===== src/rtl/elbeth_mem_arbiter_pkg.sv =====
// Shared constants for the elbeth memory arbiter: address limit, FSM state codes, grant selector.
package elbeth_mem_arbiter_pkg;

  // Addresses at or above this never reach elbeth_memory (its exception bits are sticky).
  localparam logic [31:0] LIMIT_INSTRUC = 32'h0000_0400;

  typedef enum logic [1:0] {
    ARB_IDLE   = 2'd0,
    ARB_ACCESS = 2'd1,
    ARB_RESP   = 2'd2,
    ARB_ERR    = 2'd3
  } arb_state_e;

  typedef enum logic {
    ARB_SEL_I = 1'b0,
    ARB_SEL_D = 1'b1
  } arb_sel_e;

endpackage


===== src/rtl/elbeth_mem_arbiter_if.sv =====
// Fetch port, load/store port and memory-side signals of the elbeth memory arbiter.
// slave = arbiter view; master = core plus memory view.
interface elbeth_mem_arbiter_if #(
  parameter int AW = 32,
  parameter int DW = 32
);
  logic          i_req;
  logic [AW-1:0] i_addr;
  logic          i_gnt;
  logic          i_rvalid;
  logic [DW-1:0] i_rdata;
  logic          i_err;

  logic          d_req;
  logic          d_we;
  logic [AW-1:0] d_addr;
  logic [DW-1:0] d_wdata;
  logic          d_gnt;
  logic          d_rvalid;
  logic [DW-1:0] d_rdata;
  logic          d_err;

  logic          mem_read_e;
  logic          mem_write_e;
  logic [AW-1:0] mem_pc_addr;
  logic [AW-1:0] mem_save_addr;
  logic [DW-1:0] mem_data_w;
  logic [DW-1:0] mem_instruction;

  modport slave (
    input  i_req, i_addr, d_req, d_we, d_addr, d_wdata, mem_instruction,
    output i_gnt, i_rvalid, i_rdata, i_err,
    output d_gnt, d_rvalid, d_rdata, d_err,
    output mem_read_e, mem_write_e, mem_pc_addr, mem_save_addr, mem_data_w
  );

  modport master (
    output i_req, i_addr, d_req, d_we, d_addr, d_wdata, mem_instruction,
    input  i_gnt, i_rvalid, i_rdata, i_err,
    input  d_gnt, d_rvalid, d_rdata, d_err,
    input  mem_read_e, mem_write_e, mem_pc_addr, mem_save_addr, mem_data_w
  );
endinterface


===== src/rtl/elbeth_mem_arbiter_pick.sv =====
// Combinational I/D winner select. ELBETH_ARB_RR_EN: ties alternate on last_grant;
// otherwise D wins ties unless the starvation guard (starve_hit) forces I.
module elbeth_arb_pick
  import elbeth_mem_arbiter_pkg::*;
(
  input  logic     i_req,
  input  logic     d_req,
  input  arb_sel_e last_grant,
  input  logic     starve_hit,
  output arb_sel_e sel
);

`ifdef ELBETH_ARB_RR_EN
  logic unused_starve;
  assign unused_starve = starve_hit;

  always_comb begin
    sel = ARB_SEL_D;
    if (i_req && d_req) begin
      sel = (last_grant == ARB_SEL_D) ? ARB_SEL_I : ARB_SEL_D;
    end else if (i_req) begin
      sel = ARB_SEL_I;
    end
  end
`else
  logic unused_last;
  assign unused_last = last_grant;

  always_comb begin
    sel = ARB_SEL_D;
    if (i_req && d_req) begin
      sel = starve_hit ? ARB_SEL_I : ARB_SEL_D;
    end else if (i_req) begin
      sel = ARB_SEL_I;
    end
  end
`endif

endmodule


===== src/rtl/elbeth_mem_arbiter.sv =====
// Single-transaction arbiter for elbeth_memory: req seen at edge N -> gnt in N+1 -> rvalid in N+2.
// Requesters hold req until gnt; option ELBETH_ARB_RR_EN selects round-robin instead of D priority.
module elbeth_mem_arbiter
  import elbeth_mem_arbiter_pkg::*;
#(
  parameter int AW         = 32,
  parameter int DW         = 32,
  parameter int STARVE_MAX = 4
) (
  input logic                clk,
  input logic                rst,
  elbeth_mem_arbiter_if.slave bus
);

  arb_state_e    state_q;
  arb_sel_e      sel;
  arb_sel_e      sel_q;
  arb_sel_e      last_grant;
  logic          we_q;
  logic          starve_hit;
  logic          any_req;
  logic          arb_pt;
  logic [AW-1:0] win_addr;
  logic          win_we;
  logic          win_oor;

  elbeth_arb_pick u_pick (
    .i_req      (bus.i_req),
    .d_req      (bus.d_req),
    .last_grant (last_grant),
    .starve_hit (starve_hit),
    .sel        (sel)
  );

  assign any_req  = bus.i_req | bus.d_req;
  assign arb_pt   = (state_q == ARB_IDLE) || (state_q == ARB_RESP);
  assign win_addr = (sel == ARB_SEL_I) ? bus.i_addr : bus.d_addr;
  assign win_we   = (sel == ARB_SEL_D) && bus.d_we;
  assign win_oor  = (win_addr >= AW'(LIMIT_INSTRUC));

  // Read data is only meaningful in the RESP cycle; zero it elsewhere.
  assign bus.i_rdata = (bus.i_rvalid && !bus.i_err) ? bus.mem_instruction : '0;
  assign bus.d_rdata = (bus.d_rvalid && !bus.d_err) ? bus.mem_instruction : '0;

`ifdef ELBETH_ARB_RR_EN
  assign starve_hit = 1'b0;
`else
  localparam int CW = $clog2(STARVE_MAX + 1);
  localparam logic [CW-1:0] STARVE_LIM = CW'(STARVE_MAX);
  logic [CW-1:0] starve_cnt;

  assign starve_hit = (starve_cnt == STARVE_LIM);

  // Counts arbitrations I lost; the saturated value forces the next grant to I.
  always_ff @(posedge clk or negedge rst) begin
    if (!rst) begin
      starve_cnt <= '0;
    end else if (arb_pt && any_req) begin
      if (sel == ARB_SEL_I) begin
        starve_cnt <= '0;
      end else if (bus.i_req && !starve_hit) begin
        starve_cnt <= starve_cnt + CW'(1);
      end
    end
  end
`endif

  always_ff @(posedge clk or negedge rst) begin
    if (!rst) begin
      state_q           <= ARB_IDLE;
      sel_q             <= ARB_SEL_D;
      last_grant        <= ARB_SEL_D;
      we_q              <= 1'b0;
      bus.i_gnt         <= 1'b0;
      bus.i_rvalid      <= 1'b0;
      bus.i_err         <= 1'b0;
      bus.d_gnt         <= 1'b0;
      bus.d_rvalid      <= 1'b0;
      bus.d_err         <= 1'b0;
      bus.mem_read_e    <= 1'b0;
      bus.mem_write_e   <= 1'b0;
      bus.mem_pc_addr   <= '0;
      bus.mem_save_addr <= '0;
      bus.mem_data_w    <= '0;
    end else begin
      bus.i_gnt       <= 1'b0;
      bus.i_rvalid    <= 1'b0;
      bus.i_err       <= 1'b0;
      bus.d_gnt       <= 1'b0;
      bus.d_rvalid    <= 1'b0;
      bus.d_err       <= 1'b0;
      bus.mem_read_e  <= 1'b0;
      bus.mem_write_e <= 1'b0;
      case (state_q)
        ARB_IDLE, ARB_RESP: begin
          state_q <= ARB_IDLE;
          if (any_req) begin
            sel_q      <= sel;
            last_grant <= sel;
            we_q       <= win_we;
            bus.i_gnt  <= (sel == ARB_SEL_I);
            bus.d_gnt  <= (sel == ARB_SEL_D);
            if (win_oor) begin
              state_q      <= ARB_ERR;
              bus.i_rvalid <= (sel == ARB_SEL_I);
              bus.i_err    <= (sel == ARB_SEL_I);
              bus.d_rvalid <= (sel == ARB_SEL_D);
              bus.d_err    <= (sel == ARB_SEL_D);
            end else begin
              state_q <= ARB_ACCESS;
              if (win_we) begin
                bus.mem_write_e   <= 1'b1;
                bus.mem_save_addr <= win_addr;
                bus.mem_data_w    <= bus.d_wdata;
              end else begin
                bus.mem_read_e  <= 1'b1;
                bus.mem_pc_addr <= win_addr;
              end
            end
          end
        end
        ARB_ACCESS: begin
          if (we_q) begin
            state_q <= ARB_IDLE;
          end else begin
            state_q      <= ARB_RESP;
            bus.i_rvalid <= (sel_q == ARB_SEL_I);
            bus.d_rvalid <= (sel_q == ARB_SEL_D);
          end
        end
        default: state_q <= ARB_IDLE;
      endcase
    end
  end

endmodule

===== src/flat_wrapper.sv =====
// flat-port wrapper written by rule: the top's interface ports become plain ports
module elbeth_mem_arbiter_flat import elbeth_mem_arbiter_pkg::*;
#(
  parameter int AW         = 32,
  parameter int DW         = 32,
  parameter int STARVE_MAX = 4
)
  (clk, rst, bus_i_req, bus_i_addr, bus_d_req, bus_d_we, bus_d_addr, bus_d_wdata, bus_mem_instruction, bus_i_gnt, bus_i_rvalid, bus_i_rdata, bus_i_err, bus_d_gnt, bus_d_rvalid, bus_d_rdata, bus_d_err, bus_mem_read_e, bus_mem_write_e, bus_mem_pc_addr, bus_mem_save_addr, bus_mem_data_w);
  elbeth_mem_arbiter_if #(.AW(AW), .DW(DW)) bus_i ();
  input logic clk;
  input logic rst;
  input wire logic [$bits(bus_i.i_req)-1:0] bus_i_req;
  input wire logic [$bits(bus_i.i_addr)-1:0] bus_i_addr;
  input wire logic [$bits(bus_i.d_req)-1:0] bus_d_req;
  input wire logic [$bits(bus_i.d_we)-1:0] bus_d_we;
  input wire logic [$bits(bus_i.d_addr)-1:0] bus_d_addr;
  input wire logic [$bits(bus_i.d_wdata)-1:0] bus_d_wdata;
  input wire logic [$bits(bus_i.mem_instruction)-1:0] bus_mem_instruction;
  output wire logic [$bits(bus_i.i_gnt)-1:0] bus_i_gnt;
  output wire logic [$bits(bus_i.i_rvalid)-1:0] bus_i_rvalid;
  output wire logic [$bits(bus_i.i_rdata)-1:0] bus_i_rdata;
  output wire logic [$bits(bus_i.i_err)-1:0] bus_i_err;
  output wire logic [$bits(bus_i.d_gnt)-1:0] bus_d_gnt;
  output wire logic [$bits(bus_i.d_rvalid)-1:0] bus_d_rvalid;
  output wire logic [$bits(bus_i.d_rdata)-1:0] bus_d_rdata;
  output wire logic [$bits(bus_i.d_err)-1:0] bus_d_err;
  output wire logic [$bits(bus_i.mem_read_e)-1:0] bus_mem_read_e;
  output wire logic [$bits(bus_i.mem_write_e)-1:0] bus_mem_write_e;
  output wire logic [$bits(bus_i.mem_pc_addr)-1:0] bus_mem_pc_addr;
  output wire logic [$bits(bus_i.mem_save_addr)-1:0] bus_mem_save_addr;
  output wire logic [$bits(bus_i.mem_data_w)-1:0] bus_mem_data_w;
  assign bus_i.i_req = bus_i_req;
  assign bus_i.i_addr = bus_i_addr;
  assign bus_i.d_req = bus_d_req;
  assign bus_i.d_we = bus_d_we;
  assign bus_i.d_addr = bus_d_addr;
  assign bus_i.d_wdata = bus_d_wdata;
  assign bus_i.mem_instruction = bus_mem_instruction;
  assign bus_i_gnt = bus_i.i_gnt;
  assign bus_i_rvalid = bus_i.i_rvalid;
  assign bus_i_rdata = bus_i.i_rdata;
  assign bus_i_err = bus_i.i_err;
  assign bus_d_gnt = bus_i.d_gnt;
  assign bus_d_rvalid = bus_i.d_rvalid;
  assign bus_d_rdata = bus_i.d_rdata;
  assign bus_d_err = bus_i.d_err;
  assign bus_mem_read_e = bus_i.mem_read_e;
  assign bus_mem_write_e = bus_i.mem_write_e;
  assign bus_mem_pc_addr = bus_i.mem_pc_addr;
  assign bus_mem_save_addr = bus_i.mem_save_addr;
  assign bus_mem_data_w = bus_i.mem_data_w;
  elbeth_mem_arbiter #(.AW(AW), .DW(DW), .STARVE_MAX(STARVE_MAX)) u_core (.clk(clk), .rst(rst), .bus(bus_i));
endmodule

===== config.mk =====
export PLATFORM = sky130hd
export DESIGN_NAME = elbeth_mem_arbiter_flat
export DESIGN_NICKNAME = d
export VERILOG_FILES = /design/src/rtl/elbeth_mem_arbiter_pkg.sv /design/src/rtl/elbeth_mem_arbiter_if.sv /design/src/rtl/elbeth_mem_arbiter_pick.sv /design/src/rtl/elbeth_mem_arbiter.sv /design/src/flat_wrapper.sv
export SDC_FILE = /design/constraint.sdc
export NUM_CORES = 1
export LEC_CHECK = 0
export ABC_AREA = 1
export BUFFER_PORTS_ARGS = -buffer_cell sky130_fd_sc_hd__clkbuf_2
export CAP_MARGIN = 5
export CORE_AREA = 2 2 118 120
export DETAILED_ROUTE_END_ITERATION = 12
export DIE_AREA = 0 0 120 122
export HOLD_SLACK_MARGIN = 0.08
export PLACE_DENSITY = 0.72
export SLEW_MARGIN = 20
export SYNTH_ARGS = -nofsm -noshare
export SYNTH_HDL_FRONTEND = slang
export SYNTH_SLANG_ARGS = --single-unit

===== constraint.sdc =====
create_clock -name clk -period 6.55 [get_ports clk]
set_input_delay 0.3275 -clock clk [delete_from_list [all_inputs] [get_ports clk]]
set_output_delay 0.3275 -clock clk [all_outputs]
set_load 0.02 [all_outputs]

**Word level (Yosys, flattened, before mapping)**

Index checks and enable logic that the tools add are counted.

- Logic and storage cells: 76
- Bits in registers: 111
- Output and inout port bits: 168
- Input port bits: 133

- Magnitude comparators: 1
- Bitwise operators: 5
- Equal/unequal tests: 4
- Mux-type cells: 34
- Add/subtract/negate cells: 1
- Reductions and logical operators: 16

Operators by type and width:

| kind | number |
|---|---|
| two-way mux 32 bit | 3 |
| greater-or-equal comparator 32 x 11 -> 1 bit (second input constant) | 1 |
| two-way mux 1 bit | 23 |
| AND reduction 4 bit | 2 |
| logical AND 1 bit | 6 |
| two-way mux 2 bit | 3 |
| two-way mux 3 bit | 2 |
| inverter 1 bit | 4 |
| one-hot mux 1 bit (2 select lines) | 2 |
| one-hot mux 2 bit (2 select lines) | 1 |
| AND reduction 2 bit | 2 |
| adder 3 x 1 -> 3 bit (second input constant) | 1 |
| equality test 3 bit (second input constant) | 1 |
| zero test 1 bit | 3 |
| equality test 2 x 1 -> 1 bit (second input constant) | 1 |
| equality test 2 bit (second input constant) | 1 |
| zero test 2 bit | 1 |
| != test 2 bit (second input constant) | 1 |
| OR reduction 2 bit | 1 |
| logical OR 1 bit | 1 |
| OR 1 bit | 1 |

**Logic depth before layout (Yosys ltp)**

Gate-level depths: netlist of run 1.

- Word-level depth: 8
- Gate-level depth with buffers: 17
- Mapped depth without buffers: 14

**By module**

From an unflattened synthesis of run 1, not the netlist that was laid out.

- Cells, all modules: 672
- Area, all modules: 5102.4 µm²

By module, submodules not included:

| module | cells each | seq. area each (µm²) | area each (µm²) | instances |
|---|---|---|---|---|
| elbeth_mem_arbiter | 669 | 2778.9 | 5091.1 | 1 |
| elbeth_arb_pick | 3 | 0.0 | 11.3 | 1 |

**Worst setup path after synthesis of run 1**

Ideal clock, no wire load.

- Kind: reg2reg
- Start: register u_core.starve_cnt[0]
- End: register u_core.bus.mem_save_addr[10]
- Path slack: 4469 ps
- Arrival: 1969 ps
- Data required time: 6438 ps
- Cell stages (with the launch flop): 17
- Buffers on the path: 3
- Setup time: 112 ps
- Clock period less this slack: 2081 ps
- Cell sequence: dfrtp_1 -> inv_1 -> ha_1 -> nand2_1 -> nand2_4 -> nand2_4 -> buf_6 -> nand2_1 -> nand2_1 -> nor2_1 -> nand3_2 -> nor2_4 -> nand3_2 -> buf_4 -> buf_2 -> nand2_1 -> inv_2

- Longest elaborated chain between the ends: 7
- Elaborated cells on any way between the ends: 8
- Classes of those cells: order compare: 1; eq/ne: 1; mux: 3; bitwise: 1; reduce/logical: 2

RTL lines:

| what | RTL line | text |
|---|---|---|
| from (decl) | elbeth_mem_arbiter.sv:50 | `logic [CW-1:0] starve_cnt;` |
| from (signal assigned) | elbeth_mem_arbiter.sv:62 | `starve_cnt <= starve_cnt + CW'(1);` |
| equality test 3 bit (*) | elbeth_mem_arbiter.sv:52 | `assign starve_hit = (starve_cnt == STARVE_LIM);` |
| two-way mux 1 bit (*) | elbeth_mem_arbiter_pick.sv:32 | `sel = starve_hit ? ARB_SEL_I : ARB_SEL_D;` |
| two-way mux 1 bit (*) | elbeth_mem_arbiter_pick.sv:31 | `if (i_req && d_req) begin` |
| two-way mux 32 bit | elbeth_mem_arbiter.sv:37 | `assign win_addr = (sel == ARB_SEL_I) ? bus.i_addr : bus.d_addr;` |
| greater-or-equal comparator 32 x 11 -> 1 bit | elbeth_mem_arbiter.sv:39 | `assign win_oor = (win_addr >= AW'(LIMIT_INSTRUC));` |
| inverter 1 bit (no line) | -- |  |
| AND reduction 4 bit (no line) | -- |  |
| to (signal assigned) | elbeth_mem_arbiter.sv:113 | `bus.mem_save_addr <= win_addr;` |
| to (decl) | elbeth_mem_arbiter_if.sv:34 | `output mem_read_e, mem_write_e, mem_pc_addr, mem_save_addr, mem_data_w` |

Mark *: on every way between the ends. The rest lies on a longest branch, timed or not.
A chain may end at the register's enable or synchronous reset.

**Worst setup path after layout of run 1**

- Start: register u_core.starve_cnt[0]
- End: register u_core.bus.d_rvalid

- Longest elaborated chain between the ends: 8

RTL lines:

| what | RTL line | text |
|---|---|---|
| equality test 3 bit (*) | elbeth_mem_arbiter.sv:52 |  |
| two-way mux 1 bit (*) | elbeth_mem_arbiter_pick.sv:32 |  |
| two-way mux 1 bit (*) | elbeth_mem_arbiter_pick.sv:31 |  |
| two-way mux 32 bit | elbeth_mem_arbiter.sv:37 |  |
| greater-or-equal comparator 32 x 11 -> 1 bit | elbeth_mem_arbiter.sv:39 |  |
| two-way mux 1 bit (*) | elbeth_mem_arbiter.sv:103 | `if (win_oor) begin` |
| two-way mux 1 bit (*) | elbeth_mem_arbiter.sv:97 | `if (any_req) begin` |
| one-hot mux 1 bit (2 select lines) (*) | elbeth_mem_arbiter.sv:94 | `case (state_q)` |
| to (signal assigned) | elbeth_mem_arbiter.sv:107 | `bus.d_rvalid <= (sel == ARB_SEL_D);` |
| to (signal assigned) | elbeth_mem_arbiter.sv:128 | `bus.d_rvalid <= (sel_q == ARB_SEL_D);` |
| to (decl) | elbeth_mem_arbiter_if.sv:33 | `output d_gnt, d_rvalid, d_rdata, d_err,` |

Marks and branches as above.

==> results of run 1 <==
stage by stage:
stage / setup WS [ns] / area [um2]
after floorplan: 4.469 / 5156
after global placement: 3.479 / 6738
after detailed placement: 3.350 / 6738
after CTS: 3.331 / 7062
after global routing: 2.956 / 7062
final: 3.339 / 7062
tightest hold or removal path, cell delays in order:
cell      delay, ns
clkbuf_2       0.08
nand4_1        0.07
nand2_1        0.05
kinds of logic (layout without fill, tap and decap cells):
group	count (synthesis)	after routing	synth area share, %
adder cells (fa/ha/maj)	2	2	0.4852
buffers and inverters	140	424	11.16
AND/OR/NAND/NOR	401	401	33.44
flip-flops	111	111	53.89
AO/OA/AOI/OAI	8	8	0.8493
XOR/XNOR	1	1	0.1699
Yosys cell counts (all sizes together):
library cell	number	share of area (%)
nand3	13	1.5
nor2	79	6.1
dfstp	1	0.51
xor2	1	0.17
clkbuf	18	1.3
ha	2	0.49
nand3b	8	1.2
buf	20	2.4
nand2	249	18
a21oi	2	0.27
dfrtp	110	53
inv	102	7.4
nand4	52	6.3
o21ai	6	0.58
metal layers:
metal	part of all wire, %	vias up	wire, um
li1	-	2560	-
met1	44	2315	6686
met2	47	206	7159
met3	6.6	23	1001
met4	2.0	0	297
met5	0	-	0
sequential cells by signal (all words and copies together), names as in the netlist, 2 cells and up:
register                  count
u_core.bus.mem_save_addr     32
u_core.starve_cnt             3
u_core.state_q                2
u_core.bus.mem_pc_addr       32
u_core.bus.mem_data_w        32
report_power, final:
part | switching, W | internal (W) | leakage [nW]
logic | 0.000189 | 0.0000902 | 3.04
clock network | 0.000266 | 0.000305 | 0.155
registers | 0.00000900 | 0.000702 | 1.53
total | 0.000463 | 0.00110 | 4.72
timing repair:
action | in CTS | in global routing
hold buffers | 1 | 0
endpoints found under the setup margin | 0 | 0
hold endpoints to repair | 49 | 0
path summary, 6_finish.rpt:
| check | startpoint | end | slack (ns) | cells after the start |
|---|---|---|---|---|
| hold reg to reg | u_core.bus.mem_pc_addr[0]$_DFFE_PN0P_ | u_core.bus.mem_pc_addr[0]$_DFFE_PN0P_ | 0.47 | 2 |
| setup / recovery | u_core.starve_cnt[0]$_DFFE_PN0P_ | u_core.bus.d_rvalid$_DFF_PN0_ | 3.34 | 15 |
| max in group asynchronous | rst | u_core.bus.mem_save_addr[16]$_DFFE_PN0P_ | 4.79 | 3 |
| hold / removal | bus_d_wdata[29] | u_core.bus.mem_data_w[29]$_DFFE_PN0P_ | 0.21 | 3 |
| setup reg to reg | u_core.starve_cnt[0]$_DFFE_PN0P_ | u_core.bus.d_rvalid$_DFF_PN0_ | 3.34 | 15 |
| min in group asynchronous | rst | u_core.bus.mem_save_addr[27]$_DFFE_PN0P_ | 0.53 | 2 |
cell type report:
class                      count  share of cell area [%]
inverter                     102                   5.422
tap                          180                   3.189
clock buffer                   9                   3.189
clock inverter                 7                   1.258
sequential                   111                   39.35
multi-input combinational    412                   25.62
timing repair buffer         306                   21.97
==> flow_metrics.env, run 1 <==
export IMPL_worst_path_buf_inv=3
export IMPL_die_w_um=120
export IMPL_final_antenna_net_count=0
export IMPL_wl_per_cell_um=13.44
export IMPL_netlist_area_um2=5156
export IMPL_gp_congestion=0.8210
export IMPL_antenna_cells=0
export IMPL_fin_crit_ns=3.211
export IMPL_rsz0062_at_grt="no"
export IMPL_end_kind="flop"
export IMPL_cts_inserted_buffers=9
export IMPL_tightest_slew_ns=1.050
export IMPL_fin_crit_sh_pct=49.02
export IMPL_status="complete, no violations"
export IMPL_post_synth_cell_area_avg_um2=7.777
export IMPL_busiest_layer="met2"
export IMPL_place_hpwl_um=11140
export IMPL_most_common_layout_cells="299 x clkbuf_2, 247 x nand2_1, 110 x dfrtp_1"
export IMPL_dieHeight_um=122
export IMPL_skew_ns=0.005279
export IMPL_syn_inst=663
export IMPL_coreArea_um2=13500
export IMPL_path_common_cell="nand2_1"
export IMPL_path_clk_slew_ns=0.08
export IMPL_ys_ff_latch=111
export IMPL_cpLargestDelayFamily="simple AND/OR/NAND/NOR gates"
export IMPL_dp_cells=1110
export IMPL_nNetsFinal=1077
export IMPL_floorplan_rows=43
export IMPL_grt_ovfl_total=0
export IMPL_grtUsageMet3_pct=5.290
export IMPL_numPortBuffers=300
export IMPL_ys_seq_area_share_pct=53.89
export IMPL_final_util_pct=52.29
export IMPL_ios=301
export IMPL_cts_setup_buffers=0
export IMPL_slowest_stage="buf_4"
export IMPL_dieArea_um2=14640
export IMPL_multi_input_area_um2=1809
export IMPL_vdd_drop_max_mv=0.1247
export IMPL_antenna_found_initial=0
export IMPL_hp_class="primary input to flop"
export IMPL_vias=5104
export IMPL_syn_num_nets=798
export IMPL_crit_chain="inv_1, ha_1, nand2_1, nand2_4, nand2_4, inv_1, nand2_1, nand2_1, nor2_1, nand2_1, nor2_4, buf_4, nand2_1, nand2_1, o21ai_0"
export IMPL_fillers=1317
export IMPL_startpoint_type="flop"
export IMPL_synth_distinct_cells=23
export IMPL_power_density_nw_per_um2=221.0
export IMPL_firstDrtPassIters=4
export IMPL_clockBufferDepth=2
export IMPL_start_util_pct=38.18
export IMPL_drc_errors=0
export IMPL_yosysWarnings=0
export IMPL_worstPathRequired_ns=6.78
export IMPL_cts_sinks=111
export IMPL_grt_usage_pct=20.80
export IMPL_finalMaxSlewViolations=0
export IMPL_register_area_um2=2779
export IMPL_finalSetupViolCount=0
export IMPL_drv_cap=0
export IMPL_finalSetupTns_ns=0
export IMPL_wl_um=15140
export IMPL_synthToLayoutAreaGrowth_pct=36.96
export IMPL_grt_pass1_vias=4574
export IMPL_grtUsageMet1_pct=28.34
export IMPL_layout_commonest_cell="clkbuf_2"
export IMPL_grt_max_degree=66
export IMPL_crit_arrival_ns=3.44
export IMPL_hold_slack_ns=0.2061
export IMPL_vias_per_cell=4.529
export IMPL_htreeDepth=3
export IMPL_final_cells=1127
export IMPL_use_met2_pct=32.74
export IMPL_cts_tree="yes"
export IMPL_clk_latency_ns=0.35
export IMPL_cts_root_buf="clkbuf_16"
export IMPL_crit_type="flop to flop"
export IMPL_slowest_delay_ns=0.49
export IMPL_p_total_w=0.001561
export IMPL_drt_iter0_markers=354
export IMPL_crit_path_max_fanout=46
export IMPL_cts_resized=0
export IMPL_fmax_mhz=311.5
export IMPL_slew_headroom_pct=29.83
export IMPL_leakage_nw=4.722
export IMPL_grt_pass1_wl_um=23800
export IMPL_hold_violations=0
export IMPL_drive_gt1_share_pct=37.28
(Power assumes the default switching activity.)
==> run 2, diff against run 1 <==
==> constraint.sdc (replaced) <==
create_clock -name clk -period 3.22 [get_ports clk]
set_input_delay 0.161 -clock clk [delete_from_list [all_inputs] [get_ports clk]]
set_output_delay 0.161 -clock clk [all_outputs]
set_load 0.02 [all_outputs]
==> flow_metrics.env, run 2 (synthesized netlist as in run 1, its figures left out) <==
export IMPL_status="complete, no violations"
export IMPL_seqPwrFrac_pct=45.7
export IMPL_p_clk_share_pct=35.0
export IMPL_slowest_stage="dfrtp_1"
export IMPL_coreArea_um2=13500
export IMPL_worstPathRequired_ns=3.46
export IMPL_clockBufferDepth=2
export IMPL_ios=301
export IMPL_crit_path_max_fanout=65
export IMPL_crit_arrival_ns=2.91
export IMPL_whs_path_depth=3
export IMPL_hold_path_startpoint="bus_d_req"
export IMPL_finalSetupTns_ns=0
export IMPL_startpoint_type="flop"
export IMPL_drive_gt1_share_pct=36.32
export IMPL_cts_sinks=111
export IMPL_hold_violations=0
export IMPL_intPower_w=0.002210
export IMPL_final_antenna_net_count=0
export IMPL_synthToLayoutAreaGrowth_pct=43.75
export IMPL_grt_pass1_wl_um=24380
export IMPL_dp_cells=1114
export IMPL_drv_cap=0
export IMPL_start_util_pct=38.18
export IMPL_wl_um=15640
export IMPL_power_density_nw_per_um2=427.0
export IMPL_numPortBuffers=300
export IMPL_wl_per_cell_um=13.44
export IMPL_end_kind="flop"
export IMPL_fin_crit_ns=2.673
export IMPL_htreeDepth=3
export IMPL_cts_tree="yes"
export IMPL_cts_setup_buffers=0
export IMPL_top_regs="u_core.bus.mem_data_w x32, u_core.bus.mem_pc_addr x32, u_core.bus.mem_save_addr x32"
export IMPL_crit_chain="inv_1, ha_1, nand2_1, nand2_4, nand2_4, inv_1, nand2_1, nand2_1, nor2_1, nand2_1, nor2_4, nand3_2, buf_4, nand2_1, nand2_1"
export IMPL_r2r_worst_path_cells=15
export IMPL_grt_pass1_vias=4774
export IMPL_nNetsFinal=1113
export IMPL_tightest_slew_ns=1.067
export IMPL_leakage_nw=4.874
export IMPL_rsz0062_at_grt="no"
export IMPL_fmax_mhz=374.1
export IMPL_vdd_drop_max_mv=0.2818
export IMPL_clk_latency_ns=0.35
export IMPL_floorplan_rows=43
export IMPL_hold_slack_ns=0.1211
export IMPL_path_clk_slew_ns=0.07
export IMPL_hp_class="primary input to flop"
export IMPL_drc_errors=0
export IMPL_reg2reg_to="u_core.bus.mem_data_w[17]$_DFFE_PN0P_"
export IMPL_finalSetupViolCount=0
export IMPL_path_common_cell="nand2_1"
export IMPL_crit_type="flop to flop"
export IMPL_firstDrtPassIters=4
export IMPL_slowest_delay_ns=0.38
export IMPL_layout_commonest_cell="clkbuf_2"
export IMPL_switchingPower_w=0.0009548
export IMPL_drt_iter0_markers=345
export IMPL_gp_congestion=0.8140
export IMPL_grt_ovfl_total=0
export IMPL_antenna_cells=0
export IMPL_most_common_layout_cells="299 x clkbuf_2, 247 x nand2_1, 110 x dfrtp_1"
export IMPL_sw_frac_of_total_pct=30.17
export IMPL_place_hpwl_um=11250
export IMPL_vias_per_cell=4.516
export IMPL_fin_crit_sh_pct=83.02
export IMPL_grt_usage_pct=21.13
export IMPL_ctsHoldBuffers=33
export IMPL_finalMaxSlewViolations=0
export IMPL_final_cells=1163
export IMPL_pwr_share_comb_pct=19.3
export IMPL_antenna_found_initial=0
export IMPL_cts_resized=0
export IMPL_slew_headroom_pct=28.70
export IMPL_dieHeight_um=122
export IMPL_r2r_start="u_core.starve_cnt[0]$_DFFE_PN0P_"
export IMPL_cts_root_buf="clkbuf_16"
export IMPL_dieArea_um2=14640
export IMPL_cts_inserted_buffers=9
export IMPL_skew_ns=0.006849
export IMPL_die_w_um=120
export IMPL_ff2ff_setup_slack_ns=0.55
export IMPL_hold_end="u_core.state_q[0]$_DFF_PN0_"
export IMPL_vias=5252
export IMPL_grt_max_degree=70
==> run 2: power groups by stage <==
stage / registers (W) / logic [W] / clock network [W]
floorplan: 0.00148 / 0.000324 / 0
global placement: 0.00147 / 0.000577 / 0
detailed placement: 0.00147 / 0.000583 / 0
CTS: 0.00145 / 0.000616 / 0.00114
global route: 0.00145 / 0.000681 / 0.00119
finish: 0.00145 / 0.000611 / 0.00111
==> run 2: area by class of cell <==
type	count	area, um2
fill	1299	6092
sequential	111	2779
timing repair buffer	342	1914
multi-input combinational	412	1809
inverter	102	382.9
clock buffer	10	239.0
tap	180	225.2
clock inverter	6	62.56
==> run 2: critical path, delay by kind of cell, from the launching register on <==
family / cells / cell delay [ns]
AND/OR/NAND/NOR: 11 / 1.39
buffers and inverters: 3 / 0.58
flip-flops: 1 / 0.38
adder cells (fa/ha/maj): 1 / 0.19
==> run 2: stage by stage <==
step	setup slack (ns)	instance area, um2	utilization [%]	power [W]
2_1_floorplan	1.139	5156	-	0.001808
3_3_place_gp	0.6320	6780	50.21	0.002051
4_1_cts	0.5235	7412	54.89	0.003200
6_report	0.5467	7412	54.89	0.003165
3_5_place_dp	0.5606	6780	50.21	0.002058
5_1_grt	0.1476	7412	54.89	0.003322
==> run 2: per-layer routing <==
metal / part of all wire, % / GRT usage (%)
met1: 45 / 28.35
met2: 48 / 35.12
met3: 5.4 / 3.839
met4: 1.9 / 6.176
met5: 0 / 0
==> run 2: worst max-delay path by stage <==
stage          cells after the start                                  endpoint                             start
2_1_floorplan                     16  u_core.bus.mem_save_addr[10]$_DFFE_PN0P_  u_core.starve_cnt[0]$_DFFE_PN0P_
3_3_place_gp                      16     u_core.bus.mem_data_w[14]$_DFFE_PN0P_  u_core.starve_cnt[0]$_DFFE_PN0P_
3_5_place_dp                      15     u_core.bus.mem_data_w[25]$_DFFE_PN0P_  u_core.starve_cnt[0]$_DFFE_PN0P_
4_1_cts                           15     u_core.bus.mem_data_w[17]$_DFFE_PN0P_  u_core.starve_cnt[0]$_DFFE_PN0P_
5_1_grt                           15     u_core.bus.mem_data_w[17]$_DFFE_PN0P_  u_core.starve_cnt[0]$_DFFE_PN0P_
6_report                          15     u_core.bus.mem_data_w[17]$_DFFE_PN0P_  u_core.starve_cnt[0]$_DFFE_PN0P_
